--- config.mk ---
export PLATFORM = sky130hd
export DESIGN_NAME = reg_bus
export DESIGN_NICKNAME = d
export VERILOG_FILES = /design/src/rtl/reg_bus_pkg.sv /design/src/rtl/reg_pointer_inc.sv /design/src/rtl/reg_bus.sv
export SDC_FILE = /design/constraint.sdc
export NUM_CORES = 1
export LEC_CHECK = 0
export ABC_CLOCK_PERIOD_IN_PS = 3000
export CORE_MARGIN = 3
export CORE_UTILIZATION = 46
export CTS_BUF_LIST = sky130_fd_sc_hd__clkbuf_8
export DETAILED_ROUTE_END_ITERATION = 8
export PLACE_DENSITY_LB_ADDON = 0.05
export SYNTH_ARGS = -nofsm -noshare
export SYNTH_HDL_FRONTEND = slang
export SYNTH_SLANG_ARGS = --single-unit
--- constraint.sdc ---
create_clock -name clk -period 3 [get_ports clk]
set_input_delay 0.3 -clock clk [delete_from_list [all_inputs] [get_ports clk]]
set_output_delay 0.3 -clock clk [all_outputs]
set_load 0.1 [all_outputs]
--- src/rtl/reg_bus_pkg.sv ---
// Shared types for the register bus: microcode phases, register selectors
// and post-write pointer adjust codes.
package reg_bus_pkg;

  typedef enum logic [1:0] {
    CYCLE_NONE      = 2'd0,
    CYCLE_REG_FETCH = 2'd1,
    CYCLE_REG_WRITE = 2'd2
  } microcode_cycle;

  typedef enum logic [3:0] {
    REG_A   = 4'd0,
    REG_B   = 4'd1,
    REG_XL  = 4'd2,
    REG_XH  = 4'd3,
    REG_XP  = 4'd4,
    REG_YL  = 4'd5,
    REG_YH  = 4'd6,
    REG_YP  = 4'd7,
    REG_SPL = 4'd8,
    REG_SPH = 4'd9,
    REG_ALU = 4'd10,
    REG_IMM = 4'd11,
    REG_MX  = 4'd12,
    REG_MY  = 4'd13
  } reg_type;

  typedef enum logic [2:0] {
    REG_NONE = 3'd0,
    INC_X    = 3'd1,
    INC_Y    = 3'd2,
    SP_INC   = 3'd3,
    SP_DEC   = 3'd4
  } reg_inc_type;

  // Memory-indirect selectors address memory through X or Y.
  function automatic logic is_mem_reg(input reg_type r);
    return (r == REG_MX) || (r == REG_MY);
  endfunction

endpackage

--- src/rtl/reg_pointer_inc.sv ---
// 8-bit pointer adjust: +1 for X/Y/SP increments, -1 for SP decrement.
module reg_pointer_inc
  import reg_bus_pkg::*;
(
  input  logic [7:0]  value_in,
  input  reg_inc_type inc_sel,
  output logic [7:0]  value_out
);

  // Wrapping add/subtract selected by the adjust code.
  always_comb begin
    value_out = value_in;
    case (inc_sel)
      INC_X, INC_Y, SP_INC: value_out = value_in + 8'd1;
      SP_DEC:               value_out = value_in - 8'd1;
      default:              value_out = value_in;
    endcase
  end

endmodule

--- src/rtl/reg_bus.sv ---
// Nibble register bus: a FETCH cycle latches a source value (or arms a
// memory read), the following WRITE cycle moves it to the destination,
// optionally adjusting the X, Y or SP pointer afterwards.
module reg_bus
  import reg_bus_pkg::*;
(
  input  logic           clk,
  input  logic           reset_n,
  input  microcode_cycle current_cycle,
  input  reg_type        bus_input_selector,
  input  reg_type        bus_output_selector,
  input  reg_inc_type    increment_selector,
  input  logic [3:0]     alu_result,
  input  logic [3:0]     immediate,
  input  logic [3:0]     mem_read_data,
  output logic [3:0]     bus_value,
  output logic [3:0]     a,
  output logic [3:0]     b,
  output logic [11:0]    x,
  output logic [11:0]    y,
  output logic [7:0]     sp,
  output logic [11:0]    mem_addr,
  output logic           mem_read,
  output logic           mem_write,
  output logic [3:0]     mem_write_data,
  output logic           illegal
);

  logic [3:0]  a_r, b_r, bus_value_r, latch_r;
  logic [11:0] x_r, y_r;
  logic [7:0]  sp_r;
  logic        latch_mem_r, fetched_r;

  logic        is_fetch_s, is_write_s, wr_ok_s;
  logic [3:0]  fetch_val_s, xfer_s;
  logic [3:0]  a_wr_s, b_wr_s;
  logic [11:0] x_wr_s, y_wr_s, x_nx_s, y_nx_s;
  logic [7:0]  sp_wr_s, sp_nx_s, ptr_in_s, ptr_out_s;

  // Strobes and the illegal pulse are suppressed while in reset.
  assign is_fetch_s = reset_n && (current_cycle == CYCLE_REG_FETCH);
  assign is_write_s = reset_n && (current_cycle == CYCLE_REG_WRITE);
  assign wr_ok_s    = is_write_s && fetched_r;
  assign xfer_s     = latch_mem_r ? mem_read_data : latch_r;

  // Source value mux for non-memory fetches.
  always_comb begin
    fetch_val_s = 4'h0;
    case (bus_input_selector)
      REG_A:   fetch_val_s = a_r;
      REG_B:   fetch_val_s = b_r;
      REG_XL:  fetch_val_s = x_r[3:0];
      REG_XH:  fetch_val_s = x_r[7:4];
      REG_XP:  fetch_val_s = x_r[11:8];
      REG_YL:  fetch_val_s = y_r[3:0];
      REG_YH:  fetch_val_s = y_r[7:4];
      REG_YP:  fetch_val_s = y_r[11:8];
      REG_SPL: fetch_val_s = sp_r[3:0];
      REG_SPH: fetch_val_s = sp_r[7:4];
      REG_ALU: fetch_val_s = alu_result;
      REG_IMM: fetch_val_s = immediate;
      default: fetch_val_s = 4'h0;
    endcase
  end

  // Register file contents after the destination write, before any adjust.
  always_comb begin
    a_wr_s  = a_r;
    b_wr_s  = b_r;
    x_wr_s  = x_r;
    y_wr_s  = y_r;
    sp_wr_s = sp_r;
    if (wr_ok_s) begin
      case (bus_output_selector)
        REG_A:   a_wr_s        = xfer_s;
        REG_B:   b_wr_s        = xfer_s;
        REG_XL:  x_wr_s[3:0]   = xfer_s;
        REG_XH:  x_wr_s[7:4]   = xfer_s;
        REG_XP:  x_wr_s[11:8]  = xfer_s;
        REG_YL:  y_wr_s[3:0]   = xfer_s;
        REG_YH:  y_wr_s[7:4]   = xfer_s;
        REG_YP:  y_wr_s[11:8]  = xfer_s;
        REG_SPL: sp_wr_s[3:0]  = xfer_s;
        REG_SPH: sp_wr_s[7:4]  = xfer_s;
        default: a_wr_s        = a_r;
      endcase
    end else begin
      a_wr_s = a_r;
    end
  end

  // Pick which 8-bit pointer feeds the adjuster.
  always_comb begin
    ptr_in_s = 8'h00;
    case (increment_selector)
      INC_X:          ptr_in_s = x_wr_s[7:0];
      INC_Y:          ptr_in_s = y_wr_s[7:0];
      SP_INC, SP_DEC: ptr_in_s = sp_wr_s;
      default:        ptr_in_s = 8'h00;
    endcase
  end

  reg_pointer_inc u_ptr (
    .value_in  (ptr_in_s),
    .inc_sel   (increment_selector),
    .value_out (ptr_out_s)
  );

  // Apply the pointer adjust only on a completed write; page nibbles are kept.
  always_comb begin
    x_nx_s  = x_wr_s;
    y_nx_s  = y_wr_s;
    sp_nx_s = sp_wr_s;
    if (wr_ok_s) begin
      case (increment_selector)
        INC_X:          x_nx_s  = {x_wr_s[11:8], ptr_out_s};
        INC_Y:          y_nx_s  = {y_wr_s[11:8], ptr_out_s};
        SP_INC, SP_DEC: sp_nx_s = ptr_out_s;
        default:        sp_nx_s = sp_wr_s;
      endcase
    end else begin
      sp_nx_s = sp_wr_s;
    end
  end

  // Memory strobes, address and write data; read and write are exclusive by phase.
  always_comb begin
    mem_read       = 1'b0;
    mem_write      = 1'b0;
    mem_addr       = 12'h000;
    mem_write_data = 4'h0;
    if (is_fetch_s && is_mem_reg(bus_input_selector)) begin
      mem_read = 1'b1;
      mem_addr = (bus_input_selector == REG_MX) ? x_r : y_r;
    end else if (wr_ok_s && is_mem_reg(bus_output_selector)) begin
      mem_write      = 1'b1;
      mem_addr       = (bus_output_selector == REG_MX) ? x_r : y_r;
      mem_write_data = xfer_s;
    end else begin
      mem_addr = 12'h000;
    end
  end

  assign illegal = is_write_s && !fetched_r;

  // Bus latch, fetched flag and architectural registers.
  always_ff @(posedge clk or negedge reset_n) begin
    if (!reset_n) begin
      a_r         <= 4'h0;
      b_r         <= 4'h0;
      x_r         <= 12'h000;
      y_r         <= 12'h000;
      sp_r        <= 8'h00;
      bus_value_r <= 4'h0;
      latch_r     <= 4'h0;
      latch_mem_r <= 1'b0;
      fetched_r   <= 1'b0;
    end else begin
      a_r  <= a_wr_s;
      b_r  <= b_wr_s;
      x_r  <= x_nx_s;
      y_r  <= y_nx_s;
      sp_r <= sp_nx_s;
      case (current_cycle)
        CYCLE_REG_FETCH: begin
          fetched_r <= 1'b1;
          if (is_mem_reg(bus_input_selector)) begin
            latch_mem_r <= 1'b1;
          end else begin
            latch_mem_r <= 1'b0;
            latch_r     <= fetch_val_s;
          end
        end
        CYCLE_REG_WRITE: begin
          fetched_r <= 1'b0;
          if (fetched_r) begin
            bus_value_r <= xfer_s;
          end
        end
        default: fetched_r <= 1'b0;
      endcase
    end
  end

  assign a         = a_r;
  assign b         = b_r;
  assign x         = x_r;
  assign y         = y_r;
  assign sp        = sp_r;
  assign bus_value = bus_value_r;

endmodule
==> out/metrics.csv, run 1 <==
stage,metric,value,unit
yosys,Async SR Flop Fraction,1.00,
worst_setup_path,critical path capture point type,flip-flop,
sta,"Hold Vio Cnt, Final",0,
run_status,failing checks,negative setup slack,
drt,Vias/cell,5.83,
clocking,Clock Tree Root,clkbuf_8,
worst_setup_path,FF-to-FF Start,fetched_r,
sta,worst hold slack,0.194,ns
floorplanning,Rows,31,
drt,ANT nets after route,0,
drt,drt drc,0,
sta,Max Fclk,0.327,GHz
floorplanning,die width,92.9,µm
sta,Worst Tran Pin Value,0.621,ns
yosys,synth unique cells,47,
drt,routed vias,3932,
hold_path,class of the worst hold path,input pin to asynchronous set/reset pin,
grt,GR Util met1,0.415,
yosys,Ys Warns,0,
run_status,status,"finished, violations left",
clocking,H-Tree Depth,2,
drt,drt wl/cell,20.0,µm
grt,gr ovfl total,0,
final_layout,layout cells sized above 1,0.433,
floorplanning,die height,92.9,µm
power,P_int,1.18,mW
power,Net Sw Power,0.886,mW
grt,largest net degree at the start of global routing,47,
sta,RSZ-0062 raised after global routing,true,
grt,initial antenna violation count,0,
worst_setup_path,CP dominant cell by count,a21oi_2,
yosys,Avg Synthesized Cell Area,8.69,µm²
power,Comb pwr share,0.407,
worst_setup_path,crit path launch type,flip-flop,
final_layout,cell area after layout,5650,µm²
placed_design,DPL Wire Length,9930,µm
worst_setup_path,critical-path cell list,and4b_2 > nand4b_1 > buf_6 > mux2i_2 > or3_4 > fa_2 > a21o_1 > a21oi_2 > o21bai_1 > a21oi_2 > xnor2_2 > nand2_1 > o21ai_1,
worst_setup_path,Worst EP required,3.24,ns
clocking,Num CTS Buffers,5,
worst_setup_path,CP max stage delay,0.42,ns
power,Net Sw Frac,0.430,
grt,first-pass GRT wire length,20700,µm
drt,DRT iter0 DRCs,317,
final_layout,Final Util,0.775,
flow_run,MaxCap Viol Count,0,
power,"IR drop worst, VDD",0.000319,V
floorplanning,die area,8630,µm²
floorplanning,Initial Utilization,0.476,
sta,relative slew slack,0.586,
worst_setup_path,crit path max-delay cell type,or3_4,
final_layout,Area Overhead vs Synth,62.6,%
worst_setup_path,r2r setup slk,-0.06,ns
power,part of the power in the clock network,0.209,
sta,setup TNS,-0.214,ns
yosys,top_reg_cell synth,dfrtp_1,
yosys,Mapped Nets,434,
worst_setup_path,Buf/Inv on CP,1,
sta,Period minus WS final,3.06,ns
sta,setup ws final,-0.0577,ns
final_layout,n_diodes,0,
sta,Clock Skew,0.0122,ns
power,Leak,2.61,nW
placed_design,Port Buffers,89,
worst_setup_path,r2r worst-path depth,13,
worst_setup_path,CP top delay family,simple AND/OR/NAND/NOR gates,
placed_design,DP Area,5130,µm²
drt,drt pass-1 iters,5,
clocking,CTS tree,built,
yosys,number of synthesized flops with an enable pin,0,
clocking,clk sink count,50,
yosys,Yosys reg bits,50,
power,sequential share of power,0.384,
worst_setup_path,CP Class,flip-flop to flip-flop,
clocking,clk_lat worst skew,0.32,ns
sta,final period utilization,1.02,
floorplanning,Core ar.,7290,µm²
grt,vias in the first global route,3870,
grt,Total Routing Usage GR,0.309,
worst_setup_path,arrival time at the worst endpoint,3.30,ns
final_layout,Nets,608,
clocking,clock buffer depth,2,
clocking,"Reg clk slew, reported paths",0.11,ns
power,PD cells,365,nW/µm²
grt,M2 GR Usage,0.497,
yosys,synthesized area,3470,µm²
grt,GR peak layer,met2,
floorplanning,I/O pins,90,
placed_design,gpl congestion,0.978,
drt,final wirelength,13500,µm
sta,Final Max Tran Viols,0,
yosys,"Seq/Total Area, Yosys",0.360,
yosys,Cells after Synth,400,
grt,met3 Use GR,0.0439,
worst_setup_path,CP max FO,6,
worst_setup_path,r2r endpoint,y[6],
sta,"Setup violations, final",7,
Yosys cell counts, types with 2 or more instances:
| master | number | area (µm²) |
|---|---|---|
| a21o_1 | 3 | 22.5 |
| a21oi_1 | 26 | 130 |
| a22o_1 | 15 | 131 |
| a22oi_1 | 7 | 52.6 |
| a31oi_1 | 5 | 31.3 |
| and2_1 | 2 | 12.5 |
| buf_2 | 4 | 20.0 |
| clkbuf_1 | 18 | 67.6 |
| dfrtp_1 | 50 | 1250 |
| ha_1 | 6 | 75.1 |
| inv_1 | 5 | 18.8 |
| mux2_2 | 10 | 113 |
| mux2i_1 | 38 | 380 |
| mux4_2 | 2 | 45.0 |
| nand2_1 | 65 | 244 |
| nand2b_1 | 7 | 43.8 |
| nand3_1 | 4 | 20.0 |
| nand3b_1 | 3 | 22.5 |
| nand4_1 | 3 | 18.8 |
| nand4b_1 | 3 | 26.3 |
| nor2_1 | 32 | 120 |
| nor2b_1 | 7 | 43.8 |
| nor3b_1 | 2 | 15.0 |
| o21ai_0 | 45 | 225 |
| o22ai_1 | 10 | 62.6 |
| o31ai_1 | 2 | 15.0 |
| xnor2_1 | 6 | 52.6 |
how the worst max path moves through the flow:
stage / from / to / slack (ns) / cells after the start
after floorplan: bus_input_selector[2] / mem_addr[10] / -0.22 / 9
after global placement: current_cycle[1] / y[7] / -0.46 / 15
after detailed placement: current_cycle[0] / y[7] / -0.54 / 16
after CTS: latch_mem_r / y[5] / 0.003 / 14
after global routing: fetched_r / y[5] / -0.20 / 15
final: fetched_r / y[6] / -0.06 / 13
stage by stage:
| stage | cells | power, mW | worst slack, ns |
|---|---|---|---|
| final | 674 | 2.06 | -0.0577 |
| after global routing | 674 | 2.13 | -0.200 |
| after CTS | 662 | 2.01 | 0.00282 |
| after floorplan | 400 | 1.28 | -0.217 |
| after global placement | 650 | 1.56 | -0.459 |
| after detailed placement | 650 | 1.57 | -0.539 |
layout make-up:
| type | instances | area (µm²) |
|---|---|---|
| multi-input cells | 321 | 2410 |
| repair buffers | 191 | 1750 |
| well taps | 99 | 124 |
| fillers | 535 | 1640 |
| flip-flops and latches | 50 | 1250 |
| clock inverters | 3 | 28.8 |
| inverters | 5 | 18.8 |
| clock buffers | 5 | 68.8 |
logic make-up after synthesis:
| logic type | after synthesis | synth area share |
|---|---|---|
| compound gates | 119 | 0.210 |
| xor+xnor | 6 | 0.0151 |
| fa+ha+maj | 7 | 0.0274 |
| buf+inv | 29 | 0.0349 |
| flops | 50 | 0.360 |
| mux | 51 | 0.159 |
| simple gates | 138 | 0.193 |
per-layer routing:
layer | routed length (µm) | share of wire
met5 | 0 | 0
met4 | 530 | 0.039
met3 | 968 | 0.072
met2 | 6330 | 0.47
met1 | 5640 | 0.42
power groups by stage:
stage / Combinational, mW / Clock (mW) / Sequential [mW]
finish: 0.839 / 0.432 / 0.791
detailed placement: 0.774 / 0 / 0.793
CTS: 0.791 / 0.431 / 0.783
floorplan: 0.214 / 0 / 1.06
global placement: 0.766 / 0 / 0.792
global route: 0.877 / 0.461 / 0.793
layout by cell type, fill, tap and decap left out, drive strengths merged, types with 10 or more instances in the layout:
cell type | Yosys | final
o21ai | 46 | 46
a21oi | 26 | 26
buf | 6 | 165
mux2 | 11 | 11
mux2i | 38 | 38
o22ai | 10 | 10
dfrtp | 50 | 50
a22o | 15 | 15
clkdlybuf4s50 | 0 | 19
nor2 | 32 | 32
nand2 | 65 | 65
timing repair:
item                                    in CTS  in global routing
pin swaps                                   16                 30
resized for setup                           40                 40
setup buffers                                3                 12
hold endpoints to repair                     5                  0
hold buffers                                 1                  0
endpoints found under the setup margin      14                 15
flip-flops by register name, indices dropped and copies added (netlist names):
signal,cells
a,4
y,12
b,4
latch_mem_r,1
latch_r,4
x,12
sp,8
fetched_r,1
bus_value,4
Note: power is estimated with default switching activity, not from simulation.
==> run 2: changes to the inputs <==
--- a/config.mk
+++ b/config.mk
@@ -10,6 +10,7 @@
 export CORE_UTILIZATION = 46
 export CTS_BUF_LIST = sky130_fd_sc_hd__clkbuf_8
 export DETAILED_ROUTE_END_ITERATION = 8
+export GPL_ROUTABILITY_DRIVEN = 0
 export PLACE_DENSITY_LB_ADDON = 0.05
 export SYNTH_ARGS = -nofsm -noshare
 export SYNTH_HDL_FRONTEND = slang
==> constraint.sdc (replaced) <==
create_clock -name clk -period 3 [get_ports clk]
set_input_delay 0.3 -clock clk [delete_from_list [all_inputs] [get_ports clk]]
set_output_delay 0.3 -clock clk [all_outputs]
set_load 0.05 [all_outputs]
==> run 2 against run 1 <==
Net effect:
- the flow still finishes with violations (negative setup slack)
- sequential cell count unchanged
- clock skew shrank 0.0018 ns
- sequential power down 1%
- largest cell class unchanged
- highest routed layer unchanged
- combinational power is 20% lower
- power fell by 8.3%
- cell area is 1.6% lower
- critical path type unchanged
- cell count fell by 2.1%
==> out/metrics.csv, run 2 (same netlist as run 1, synthesis figures left out) <==
stage,metric,value,unit,change
run_status,status,"finished, violations left",,
run_status,failing checks,negative setup slack,,
flow_run,MaxCap Viol Count,0,,unchanged
sta,RSZ-0062 raised after global routing,true,,
placed_design,Port Buffers,89,,unchanged
floorplanning,I/O pins,90,,unchanged
worst_setup_path,critical-path cell list,and4b_2 > buf_4 > nand2_4 > nor2_1 > a21oi_1 > mux2i_1 > a22oi_1 > o22ai_1 > ha_1 > a21o_1 > a21o_1 > a21oi_2 > o21ai_2 > a31oi_4 > xnor2_2 > mux2i_1,,
sta,"Setup violations, final",3,,-4
floorplanning,die width,92.9,µm,unchanged
drt,Vias/cell,5.87,,+0.67%
final_layout,Final Util,0.762,,-0.0127
sta,final period utilization,1.01,,-0.00903
clocking,clk sink count,50,,unchanged
grt,first-pass GRT wire length,20100,µm,-2.9%
worst_setup_path,crit path max-delay cell type,dfrtp_1,,
grt,M2 GR Usage,0.486,,-0.0114
worst_setup_path,Worst EP required,3.18,ns,-0.06 ns
grt,vias in the first global route,3679,,-4.9%
worst_setup_path,Buf/Inv on CP,1,,unchanged
final_layout,most frequent cells in the layout,"buf_4 (84), clkdlybuf4s50_1 (64), nand2_1 (63)",,
worst_setup_path,arrival time at the worst endpoint,3.22,ns,-0.08 ns
drt,DRT iter0 DRCs,421,,+33%
clocking,clock buffer depth,2,,unchanged
power,PD cells,340,nW/µm²,-6.8%
drt,drt wl/cell,20.0,µm,-0.11%
placed_design,DPL Wire Length,9810,µm,-1.1%
worst_setup_path,critical path capture point type,flip-flop,,
grt,GR Util met1,0.415,,-0.000437
final_layout,cell area after layout,5560,µm²,-1.6%
worst_setup_path,CP max stage delay,0.43,ns,about the same
clocking,CTS tree,built,,
sta,Worst Tran Pin Value,0.636,ns,+0.0145 ns
final_layout,"commonest non-fill, non-tap cell in the layout",buf_4,,
worst_setup_path,crit path launch type,flip-flop,,
worst_setup_path,CP max FO,6,,unchanged
sta,Max Fclk,0.330,GHz,+0.89%
grt,initial antenna violation count,0,,unchanged
sta,Period minus WS final,3.03,ns,-0.0271 ns
final_layout,n_diodes,0,,unchanged
placed_design,dpl cells,643,,-1.1%
clocking,clk_lat worst skew,0.32,ns,about the same
clocking,Clock Tree Root,clkbuf_8,,
clocking,H-Tree Depth,2,,unchanged
floorplanning,Rows,31,,unchanged
drt,drt drc,0,,unchanged
drt,drt pass-1 iters,7,,+2
final_layout,Nets,594,,-2.3%
drt,final wirelength,13200,µm,-2.2%
grt,met3 Use GR,0.0536,,+0.00975
sta,"Hold Vio Cnt, Final",0,,unchanged
worst_setup_path,CP Class,flip-flop to flip-flop,,
sta,relative slew slack,0.572,,-0.0142
worst_setup_path,CP top delay family,compound AO/OA/AOI/OAI gates,,
sta,Final Max Tran Viols,0,,unchanged
final_layout,fin cells,660,,-2.1%
floorplanning,Core ar.,7290,µm²,unchanged
sta,Clock Skew,0.0103,ns,-0.00183 ns
floorplanning,die area,8630,µm²,unchanged
grt,GR peak layer,met2,,
drt,routed vias,3876,,-1.4%
grt,Total Routing Usage GR,0.301,,-0.00842
power,Leak,2.41,nW,-7.4%
final_layout,layout cells sized above 1,0.305,,-0.128
final_layout,Area Overhead vs Synth,59.9,%,
hold_path,class of the worst hold path,input pin to asynchronous set/reset pin,,
floorplanning,die height,92.9,µm,unchanged
placed_design,DP Area,5170,µm²,+0.63%
drt,ANT nets after route,0,,unchanged
grt,largest net degree at the start of global routing,43,,-8.5%
clocking,Num CTS Buffers,5,,unchanged
floorplanning,Initial Utilization,0.476,,unchanged
power,"IR drop worst, VDD",0.000241,V,-24%
sta,setup ws final,-0.0306,ns,+0.0271 ns
clocking,"Reg clk slew, reported paths",0.11,ns,about the same
grt,gr ovfl total,0,,unchanged
[run 2: layer usage]
layer  wire, µm  vias up
met3       1040       30
li1           -     1777
met2       6170      202
met4        340        0
met1       5640     1867
met5          0        -
[run 2: per-stage QoR]
| step | power [mW] | hold WS (ns) | setup slack, ns | setup TNS [ns] |
|---|---|---|---|---|
| 3_5_place_dp | 1.41 | 0.333 | -0.599 | -7.53 |
| 3_3_place_gp | 1.40 | 0.333 | -0.522 | -6.75 |
| 4_1_cts | 1.86 | 0.00711 | 0.0145 | 0 |
| 6_report | 1.89 | 0.167 | -0.0306 | -0.0659 |
| 2_1_floorplan | 1.12 | 0.00441 | 0.00207 | 0 |
| 5_1_grt | 1.97 | 0.200 | -0.201 | -1.32 |
[run 2: report_power, final]
part,internal [mW],total (mW),leakage [nW],switching (mW)
registers,0.720,0.782,0.684,0.0624
clock network,0.175,0.439,0.0506,0.264
logic,0.279,0.669,1.68,0.390
total,1.17,1.89,2.41,0.717
[run 2: cell type report]
type | count | area, µm²
Inverter | 5 | 18.8
Multi-Input combinational cell | 321 | 2330
Clock buffer | 5 | 68.8
Clock inverter | 3 | 28.8
Timing Repair Buffer | 177 | 1740
Sequential cell | 50 | 1250
Fill cell | 539 | 1740
Tap cell | 99 | 124
[run 2: repair_timing]
| item | in CTS | in global routing |
|---|---|---|
| hold endpoints to repair | 0 | 7 |
| setup buffers | 3 | 5 |
| hold buffers | 0 | 1 |
| gates cloned | 0 | 0 |
| resized for setup | 27 | 27 |
| pin swaps | 9 | 21 |
| endpoints found under the setup margin | 15 | 15 |
[run 2: final timing paths]
path | from | endpoint | slack (ns) | cells after the start
setup / recovery | fetched_r | y[7] | -0.03 | 16
hold / removal | reset_n | x[9] | 0.17 | 2
setup reg to reg | fetched_r | y[7] | -0.03 | 16
hold reg to reg | bus_value[0] | bus_value[0] | 0.49 | 2
max in group asynchronous | reset_n | sp[7] | 2.26 | 3
min in group clk | bus_value[0] | bus_value[0] | 0.49 | 2
[run 2: worst reg2reg max path, delay by kind of cell (launching register included)]
family / cells / cell delay (ns)
flops: 1 / 0.43
xor+xnor: 1 / 0.15
mux: 2 / 0.21
buf+inv: 1 / 0.16
compound gates: 8 / 1.24
simple gates: 3 / 0.40
fa+ha+maj: 1 / 0.30
==> run 3: changes to the inputs <==
--- a/config.mk
+++ b/config.mk
@@ -5,13 +5,16 @@
 export SDC_FILE = /design/constraint.sdc
 export NUM_CORES = 1
 export LEC_CHECK = 0
+export ABC_AREA = 0
 export ABC_CLOCK_PERIOD_IN_PS = 3000
 export CORE_MARGIN = 3
 export CORE_UTILIZATION = 46
 export CTS_BUF_LIST = sky130_fd_sc_hd__clkbuf_8
+export CTS_CLUSTER_SIZE = 30
 export DETAILED_ROUTE_END_ITERATION = 8
 export GPL_ROUTABILITY_DRIVEN = 0
 export PLACE_DENSITY_LB_ADDON = 0.05
+export REMOVE_ABC_BUFFERS = 1
 export SYNTH_ARGS = -nofsm -noshare
 export SYNTH_HDL_FRONTEND = slang
 export SYNTH_SLANG_ARGS = --single-unit
==> run 3 against run 2 <==
Net effect:
- the flow still finishes with violations (negative setup slack)
- first-iteration DRC count shrank 12%
- cell count is the same
- setup slack lost 0.045 ns
- maximum frequency shrank 1.5%
- die area is the same
- register-to-register slack lost 0.05 ns
- sequential power is essentially flat
- clock power shrank 8.9%
- critical path type unchanged
- critical endpoint is now y[6]
==> out/metrics.csv, run 3 (same netlist as run 1, synthesis figures left out) <==
stage,metric,value,unit,change
run_status,status,"finished, violations left",,
run_status,failing checks,negative setup slack,,
floorplanning,Core ar.,7290,µm²,unchanged
clocking,H-Tree Depth,2,,unchanged
final_layout,n_diodes,0,,unchanged
power,"IR drop worst, VDD",0.000175,V,-27%
grt,vias in the first global route,3727,,+1.3%
clocking,clk_lat worst skew,0.31,ns,about the same
sta,Final Max Tran Viols,0,,unchanged
sta,final period utilization,1.03,,+0.0151
worst_setup_path,CP dominant cell by count,a21oi_2,,
final_layout,fillcell total,531,,-1.5%
power,PD cells,331,nW/µm²,-2.9%
worst_setup_path,Worst EP required,3.24,ns,+0.06 ns
worst_setup_path,crit path launch type,flip-flop,,
floorplanning,Rows,31,,unchanged
worst_setup_path,CP max FO,6,,unchanged
floorplanning,die height,92.9,µm,unchanged
clocking,clock buffer depth,2,,unchanged
sta,"Setup violations, final",8,,+5
grt,gr ovfl total,0,,unchanged
worst_setup_path,CP max stage delay,0.48,ns,+0.05 ns
clocking,Num CTS Buffers,5,,unchanged
worst_setup_path,critical path capture point type,flip-flop,,
clocking,CTS tree,built,,
worst_setup_path,Buf/Inv on CP,1,,unchanged
sta,relative slew slack,0.591,,+0.0193
floorplanning,Initial Utilization,0.476,,unchanged
worst_setup_path,CP top delay family,simple AND/OR/NAND/NOR gates,,
flow_run,MaxCap Viol Count,0,,unchanged
grt,largest net degree at the start of global routing,48,,+12%
drt,final wirelength,13000,µm,-1.1%
power,Leak,2.43,nW,+0.51%
drt,DRT iter0 DRCs,371,,-12%
sta,Worst Tran Pin Value,0.613,ns,-0.0222 ns
placed_design,DPL Wire Length,9690,µm,-1.2%
final_layout,Area Overhead vs Synth,61.3,%,
drt,drt pass-1 iters,7,,unchanged
power,sequential share of power,0.421,,+0.007
power,Net Sw Power,0.689,mW,-3.8%
drt,routed vias,3909,,+0.85%
drt,drt wl/cell,19.8,µm,-1.1%
clocking,"Reg clk slew, reported paths",0.10,ns,about the same
floorplanning,I/O pins,90,,unchanged
placed_design,Port Buffers,89,,unchanged
placed_design,dpl cells,640,,-0.47%
final_layout,Final Util,0.768,,+0.00635
clocking,Clock Tree Root,clkbuf_8,,
power,part of the power in the clock network,0.216,,-0.016
drt,ANT nets after route,0,,unchanged
final_layout,most frequent cells in the layout,"buf_4 (79), clkdlybuf4s50_1 (64), nand2_1 (61)",,
worst_setup_path,arrival time at the worst endpoint,3.31,ns,+0.09 ns
final_layout,"commonest non-fill, non-tap cell in the layout",buf_4,,
sta,"Hold Vio Cnt, Final",0,,unchanged
power,P_int,1.16,mW,-0.98%
worst_setup_path,CP Class,flip-flop to flip-flop,,
worst_setup_path,crit path max-delay cell type,dfrtp_2,,
floorplanning,die area,8630,µm²,unchanged
sta,Period minus WS final,3.08,ns,+0.0453 ns
hold_path,class of the worst hold path,input pin to asynchronous set/reset pin,,
grt,Total Routing Usage GR,0.296,,-0.00509
power,Comb pwr share,0.363,,+0.009
sta,setup ws final,-0.0759,ns,-0.0453 ns
sta,RSZ-0062 raised after global routing,true,,
final_layout,Nets,594,,unchanged
drt,drt drc,0,,unchanged
grt,initial antenna violation count,0,,unchanged
drt,Vias/cell,5.92,,+0.85%
final_layout,layout cells sized above 1,0.317,,+0.0125
sta,Clock Skew,0.00926,ns,-0.00107 ns
floorplanning,die width,92.9,µm,unchanged
clocking,clk sink count,50,,unchanged
grt,first-pass GRT wire length,19700,µm,-1.8%
final_layout,fin cells,660,,unchanged
worst_setup_path,critical-path cell list,buf_6 > mux2_4 > nor4_4 > nor3_2 > or3_4 > fa_2 > a21o_1 > a21oi_2 > o21bai_1 > a21oi_2 > xnor2_2 > nand2_1 > o21ai_1,,
power,Net Sw Frac,0.372,,-0.00677
sta,Max Fclk,0.325,GHz,-1.5%
==> run 3: changes by cell type in the layout (fill, tap and decap cells not counted), moves of 2 or more <==
cell	delta
a21oi_2	+2
mux2i_1	-2
o21ai_1	+3
buf_4	-5
nand2_2	+2
nand2_1	-2
a21oi_1	-4
buf_6	+5
nor2b_1	+2
o21ai_0	-4
nor2_1	-2
a21oi_4	+2
==> run 3: cell type report <==
cell class	count	area, µm²	area share
inverter	5	18.8	0.00335
sequential	50	1250	0.224
timing repair buffer	177	1750	0.313
tap	99	124	0.0221
clock buffer	5	68.8	0.0123
clock inverter	3	17.5	0.00313
multi-input combinational	321	2370	0.423
==> run 3: path summary, 6_finish.rpt <==
kind	start	to	slack, ns	cells after the start
max	latch_mem_r	y[6]	-0.08	13
min	reset_n	y[9]	0.18	2
max reg2reg	latch_mem_r	y[6]	-0.08	13
min reg2reg	bus_value[2]	bus_value[2]	0.49	2
max in group asynchronous	reset_n	latch_mem_r	2.35	3
min in group clk	bus_value[2]	bus_value[2]	0.49	2
==> run 3: through the flow <==
| step | cell area, µm² | worst slack [ns] | total power, mW | hold slack [ns] | TNS, ns |
|---|---|---|---|---|---|
| 5_1_grt | 5600 | -0.217 | 1.91 | 0.230 | -1.66 |
| 3_3_place_gp | 5130 | -0.563 | 1.39 | 0.283 | -7.60 |
| 2_1_floorplan | 3370 | -0.236 | 1.09 | 0.00441 | -1.26 |
| 4_1_cts | 5390 | 0.000125 | 1.81 | 0.218 | 0 |
| 3_5_place_dp | 5130 | -0.712 | 1.40 | 0.291 | -9.56 |
| 6_report | 5600 | -0.0759 | 1.85 | 0.181 | -0.362 |
==> run 3: per-layer routing <==
metal / GRT usage / vias up / routed length, µm / part of all wire
met1: 0.385 / 1872 / 4960 / 0.38
met5: 0 / - / 0 / 0
li1: - / 1776 / - / -
met3: 0.0463 / 42 / 1100 / 0.084
met4: 0.103 / 0 / 426 / 0.033
met2: 0.500 / 219 / 6550 / 0.50
==> run 3: power by group through the flow <==
stage                     clock network (mW)  logic [mW]  registers, mW
final                                  0.400       0.673          0.779
after global routing                   0.422       0.707          0.785
after global placement                     0       0.607          0.787
after detailed placement                   0       0.614          0.787
after CTS                              0.400       0.633          0.776
after floorplan                            0       0.177          0.911
==> run 3: repair_timing <==
item	CTS	global route
buffers inserted	4	7
pin swaps	25	16
endpoints found under the setup margin	15	15
hold buffers	1	0
hold endpoints to repair	3	0
resized for setup	43	37
